## src/rtl/ccastles_trackball_decoder.sv

```systemverilog
// Quadrature trackball receiver: synchronizes and deglitches four phase inputs,
// decodes two wrapping position counters and serves them over a one-byte read port.
module ccastles_trackball_decoder #(
    parameter int SYNC_STAGES = 2,
    parameter int FILTER_LEN  = 3,
    parameter int CNT_WIDTH   = 8
) (
    input  logic                 clk,
    input  logic                 reset_n,
    input  logic                 tb1HA,
    input  logic                 tb1HB,
    input  logic                 tb1VA,
    input  logic                 tb1VB,
    input  logic                 COCKTAIL,
    input  logic                 clr,
    input  logic                 rd,
    input  logic                 addr,
    output logic [CNT_WIDTH-1:0] dout,
    output logic                 dout_valid,
    output logic                 err_h,
    output logic                 err_v
);

    localparam logic [3:0] FILT_LAST = 4'(FILTER_LEN - 1);

    localparam logic [1:0] STEP_NONE    = 2'b00;
    localparam logic [1:0] STEP_UP      = 2'b01;
    localparam logic [1:0] STEP_DOWN    = 2'b10;
    localparam logic [1:0] STEP_ILLEGAL = 2'b11;

    // Position of an {A,B} state along the forward cycle 00->10->11->01.
    function automatic logic [1:0] gray_idx(input logic [1:0] ab);
        logic [1:0] idx;
        case (ab)
            2'b00:   idx = 2'd0;
            2'b10:   idx = 2'd1;
            2'b11:   idx = 2'd2;
            2'b01:   idx = 2'd3;
            default: idx = 2'd0;
        endcase
        return idx;
    endfunction

    function automatic logic [1:0] step_code(input logic [1:0] prev, input logic [1:0] cur,
                                             input logic cocktail);
        logic [1:0] delta;
        logic [1:0] code;
        delta = gray_idx(cur) - gray_idx(prev);
        case (delta)
            2'd0:    code = STEP_NONE;
            2'd1:    code = cocktail ? STEP_DOWN : STEP_UP;
            2'd3:    code = cocktail ? STEP_UP : STEP_DOWN;
            default: code = STEP_ILLEGAL;
        endcase
        return code;
    endfunction

    function automatic logic [CNT_WIDTH-1:0] apply_step(input logic [CNT_WIDTH-1:0] cnt,
                                                        input logic [1:0] code);
        logic [CNT_WIDTH-1:0] res;
        case (code)
            STEP_UP:   res = cnt + CNT_WIDTH'(1);
            STEP_DOWN: res = cnt - CNT_WIDTH'(1);
            default:   res = cnt;
        endcase
        return res;
    endfunction

    // Bit order: 0 = HA, 1 = HB, 2 = VA, 3 = VB.
    logic [3:0]             phase_s;
    logic [SYNC_STAGES-1:0] sync_r [4];
    logic [3:0]             stab_r [4];
    logic [3:0]             filt_r;
    logic [1:0]             prev_h_r, prev_v_r;
    logic [1:0]             cur_h_s, cur_v_s;
    logic [1:0]             step_h_s, step_v_s;
    logic [CNT_WIDTH-1:0]   cnt_h_r, cnt_v_r;
    logic [CNT_WIDTH-1:0]   dout_r;
    logic                   dout_valid_r;
    logic                   err_h_r, err_v_r;

    assign phase_s = {tb1VB, tb1VA, tb1HB, tb1HA};

    // Metastability synchronizer chain per phase input.
    always_ff @(posedge clk or negedge reset_n) begin
        if (!reset_n) begin
            for (int i = 0; i < 4; i++) sync_r[i] <= '0;
        end else begin
            for (int i = 0; i < 4; i++)
                sync_r[i] <= {sync_r[i][SYNC_STAGES-2:0], phase_s[i]};
        end
    end

    // Stability filter: accept a new level only after FILTER_LEN differing samples in a row.
    always_ff @(posedge clk or negedge reset_n) begin
        if (!reset_n) begin
            filt_r <= 4'b0000;
            for (int i = 0; i < 4; i++) stab_r[i] <= 4'd0;
        end else begin
            for (int i = 0; i < 4; i++) begin
                if (sync_r[i][SYNC_STAGES-1] != filt_r[i]) begin
                    if (stab_r[i] == FILT_LAST) begin
                        filt_r[i] <= sync_r[i][SYNC_STAGES-1];
                        stab_r[i] <= 4'd0;
                    end else begin
                        stab_r[i] <= stab_r[i] + 4'd1;
                    end
                end else begin
                    stab_r[i] <= 4'd0;
                end
            end
        end
    end

    // Step decode from previous versus current filtered state on each axis.
    always_comb begin
        cur_h_s  = {filt_r[0], filt_r[1]};
        cur_v_s  = {filt_r[2], filt_r[3]};
        step_h_s = step_code(prev_h_r, cur_h_s, COCKTAIL);
        step_v_s = step_code(prev_v_r, cur_v_s, COCKTAIL);
    end

    // Position counters and sticky error flags; clr wins over any step in the same cycle.
    always_ff @(posedge clk or negedge reset_n) begin
        if (!reset_n) begin
            prev_h_r <= 2'b00;
            prev_v_r <= 2'b00;
            cnt_h_r  <= '0;
            cnt_v_r  <= '0;
            err_h_r  <= 1'b0;
            err_v_r  <= 1'b0;
        end else begin
            prev_h_r <= cur_h_s;
            prev_v_r <= cur_v_s;
            if (clr) begin
                cnt_h_r <= '0;
                cnt_v_r <= '0;
                err_h_r <= 1'b0;
                err_v_r <= 1'b0;
            end else begin
                cnt_h_r <= apply_step(cnt_h_r, step_h_s);
                cnt_v_r <= apply_step(cnt_v_r, step_v_s);
                err_h_r <= err_h_r | (step_h_s == STEP_ILLEGAL);
                err_v_r <= err_v_r | (step_v_s == STEP_ILLEGAL);
            end
        end
    end

    // CPU read port returns the counter value held before this cycle's update.
    always_ff @(posedge clk or negedge reset_n) begin
        if (!reset_n) begin
            dout_r       <= '0;
            dout_valid_r <= 1'b0;
        end else begin
            if (rd) begin
                dout_r       <= addr ? cnt_v_r : cnt_h_r;
                dout_valid_r <= 1'b1;
            end else begin
                dout_valid_r <= 1'b0;
            end
        end
    end

    assign dout       = dout_r;
    assign dout_valid = dout_valid_r;
    assign err_h      = err_h_r;
    assign err_v      = err_v_r;

endmodule

```

## config.mk

```make
export PLATFORM = sky130hd
export DESIGN_NAME = ccastles_trackball_decoder
export DESIGN_NICKNAME = d
export VERILOG_FILES = /design/src/rtl/ccastles_trackball_decoder.sv
export SDC_FILE = /design/constraint.sdc
export NUM_CORES = 1
export LEC_CHECK = 0
export ABC_AREA = 1
export CAP_MARGIN = 30
export CORE_MARGIN = 8
export CORE_UTILIZATION = 50
export DETAILED_ROUTE_END_ITERATION = 6
export PLACE_DENSITY_LB_ADDON = 0.08
export REMOVE_ABC_BUFFERS = 1
export SYNTH_ARGS = -nofsm -noshare
export SYNTH_HDL_FRONTEND = slang
export SYNTH_SLANG_ARGS = --single-unit
```

## constraint.sdc

```tcl
create_clock -name clk -period 2.9 [get_ports clk]
set_input_delay 0.725 -clock clk [delete_from_list [all_inputs] [get_ports clk]]
set_output_delay 0.725 -clock clk [all_outputs]
set_load 0.03 [all_outputs]
```

==> flow_metrics.env <==
export IMPL_p_leak_nw=1.91
export IMPL_r2r_slack_ns=0.22
export IMPL_yosysTopAreaCellShare_pct=46.3
export IMPL_hold_viol=0
export IMPL_port_buffers=20
export IMPL_drt_iter0_markers=73
export IMPL_syn_area_per_cell_um2=8.88
export IMPL_final_period_utilization_pct=92.4
export IMPL_drive_above_1_share_pct=17.6
export IMPL_ant_nets=0
export IMPL_antenna_cells=0
export IMPL_cp_max_fo=7
export IMPL_start_util_pct=51.1
export IMPL_synth_top_area_cell="dfrtp_1"
export IMPL_setup_tns_final_ns=0
export IMPL_max_slew_margin_pct=55.6
export IMPL_cts_tree="yes"
export IMPL_wl_per_cell_um=12.5
export IMPL_fin_area_um2=3910
export IMPL_ios=21
export IMPL_outcome="complete, no violations"
export IMPL_yosys_top_cells_area="dfrtp_1 46%, ha_1 13%, nand2_1 8.5%"
export IMPL_core_area_um2=6240
export IMPL_drv_cap=0
export IMPL_netlist_instances=359
export IMPL_htree_num_levels=3
export IMPL_placed_area_um2=3530
export IMPL_synth_area_um2=3190
export IMPL_drt_first_pass_iters=4
export IMPL_max_slew_worst_pin_slew_ns=0.665
export IMPL_numCtsBuffers=9
export IMPL_setup_viol=0
export IMPL_yosysWarnings=0
export IMPL_root_buffer="clkbuf_8"
export IMPL_cts_sinks=59
export IMPL_grt_pass1_vias=2403
export IMPL_grt_start_max_net_pins=32
export IMPL_design_die_area_um2=9180
export IMPL_via_count=2394
export IMPL_die_w_um=95.8
export IMPL_dp_hpwl_um=4290
export IMPL_worst_slack_ns=0.220
export IMPL_fmax_ghz=0.373
export IMPL_dpl_worst_slack_ns=0.00333
export IMPL_hold_buffers=0
export IMPL_rows=29
export IMPL_clk_insertion_delay_late_ns=0.34
export IMPL_crit_arrival_ns=2.91
export IMPL_drc=0
export IMPL_path_clk_slew_ns=0.06
export IMPL_place_congestion=0.903
export IMPL_grt_overflow_total=0
export IMPL_final_max_slew_viol_count=0
export IMPL_clockBufferDepth=2
export IMPL_powerDensity_nw_per_um2=1270
export IMPL_seq_area_frac_synth_pct=46.3
export IMPL_irDropWorstVdd_mv=0.761
export IMPL_synth_cell_type_count=28
export IMPL_syn_to_final_growth_pct=22.7
export IMPL_grt_usage_pct=15.1
export IMPL_crit_type="flip-flop to flip-flop"
export IMPL_num_nets_final=446
export IMPL_hold_class="flip-flop to flip-flop"
export IMPL_routed_via_density=4.98
export IMPL_required_ns=3.13
export IMPL_antenna_found_initial=0
export IMPL_hold_ws_ns=0.350
export IMPL_cp_start_kind="flip-flop"
export IMPL_fin_crit_ns=2.68
export IMPL_cp_end_kind="flip-flop"
export IMPL_die_height_um=95.8
export IMPL_grt_pass1_wl_um=10800
export IMPL_worst_clock_skew_ns=0.00508
export IMPL_ys_ff_latch=59
export IMPL_fill_cells=534
export IMPL_wl_um=6020
[sequential cells by signal, summed over array words and instances, names as in the netlist, 2 cells and up]
register,cells
cnt_h_r,8
cnt_v_r,8
dout,8
filt_r,4
prev_h_r,2
prev_v_r,2
stab_r,16
sync_r,8
[stage by stage]
stage,utilization (%),power [mW],cells
finish,62.7,4.98,481
detailed placement,56.6,3.70,460
CTS,59.7,4.49,475
global route,62.7,5.53,481
global placement,56.6,3.66,460
floorplan,-,3.13,356
[final cells by class]
cell class / count / area [um^2] / area share (%)
timing repair buffer: 33 / 305 / 7.81
multi-input combinational: 250 / 1660 / 42.5
clock inverter: 2 / 35.0 / 0.896
sequential: 59 / 1480 / 37.7
clock buffer: 13 / 159 / 4.06
inverter: 47 / 176 / 4.51
tap: 77 / 96.3 / 2.46
[Yosys cell counts (all sizes together)]
| cell | count |
|---|---|
| nand2 | 82 |
| dfrtp | 59 |
| inv | 47 |
| nor2 | 45 |
| ha | 34 |
| nand3 | 21 |
| o21ai | 18 |
| a21oi | 17 |
| a31oi | 8 |
| xor2 | 7 |
| xnor2 | 6 |
| a32o | 2 |
| clkbuf | 2 |
| fa | 2 |
| nand4 | 2 |
| o31ai | 2 |
| a22o | 1 |
| buf | 1 |
| nor3 | 1 |
| nor4 | 1 |
| o21bai | 1 |
[power by group]
group	switching (mW)	internal (mW)
logic	1.76	1.27
registers	0.165	1.04
clock network	0.307	0.438
total	2.23	2.74
[worst max-delay path, stage by stage (launching register included)]
cell and delay, ns:
dfrtp_1 0.34, inv_1 0.08, ha_4 0.27, inv_2 0.03, ha_2 0.17, inv_1 0.06
nand3_2 0.08, nand2_2 0.08, nand2_2 0.05, nand4_1 0.15, nand2_4 0.12, buf_4 0.16
buf_4 0.13, ha_4 0.23, a21oi_1 0.14, o31ai_1 0.08, a21oi_1 0.18, nand3_1 0.09
nand3_1 0.08, nand2_1 0.05
[layout by cell type (no fill, tap or decap), drive strengths merged]
| cell | count |
|---|---|
| inv | 47 |
| nor2 | 45 |
| o21ai | 18 |
| nand3 | 21 |
| a22o | 1 |
| clkbuf | 13 |
| o21bai | 1 |
| a21oi | 17 |
| nand4 | 2 |
| xnor2 | 6 |
| xor2 | 7 |
| bufinv | 1 |
| a31oi | 8 |
| o31ai | 2 |
| clkinv | 1 |
| nor4 | 1 |
| a32o | 2 |
| clkdlybuf4s50 | 19 |
| nor3 | 1 |
| buf | 14 |
| fa | 2 |
| dfrtp | 59 |
| ha | 34 |
| nand2 | 82 |
[cells by family (layout without fill, tap and decap cells)]
kind of cell | count (synthesis) | count (layout) | share of synthesized area (%)
AO/OA/AOI/OAI | 49 | 49 | 9.38
XOR/XNOR | 13 | 13 | 3.57
adder cells (fa/ha/maj) | 36 | 36 | 14.6
buffers and inverters | 50 | 95 | 5.93
flip-flops | 59 | 59 | 46.3
AND/OR/NAND/NOR | 152 | 152 | 20.2
[layer usage]
metal / GRT usage [%] / vias up / wire length, um
met2: 22.8 / 32 / 2730
met5: 0 / - / 0
met3: 4.76 / 10 / 306
met1: 19.2 / 1111 / 2890
li1: - / 1241 / -
met4: 7.43 / 0 / 87
[path summary, 6_finish.rpt]
check	start	end	depth (start not counted)
setup / recovery	filt_r[2]$_DFFE_PN0P_	cnt_v_r[7]$_DFFE_PN0P_	19
setup reg to reg	filt_r[2]$_DFFE_PN0P_	cnt_v_r[7]$_DFFE_PN0P_	19
hold / removal	sync_r[0]$_DFF_PN0_	sync_r[1]$_DFF_PN0_	0
hold reg to reg	sync_r[0]$_DFF_PN0_	sync_r[1]$_DFF_PN0_	0
max in group asynchronous	reset_n	sync_r[4]$_DFF_PN0_	2
min in group asynchronous	reset_n	stab_r[14]$_DFF_PN0_	1
[timing repair]
action,CTS,global route
buffers inserted,0,6
resized for setup,0,26
setup endpoints to repair,0,6
(Power assumes the default switching activity.)
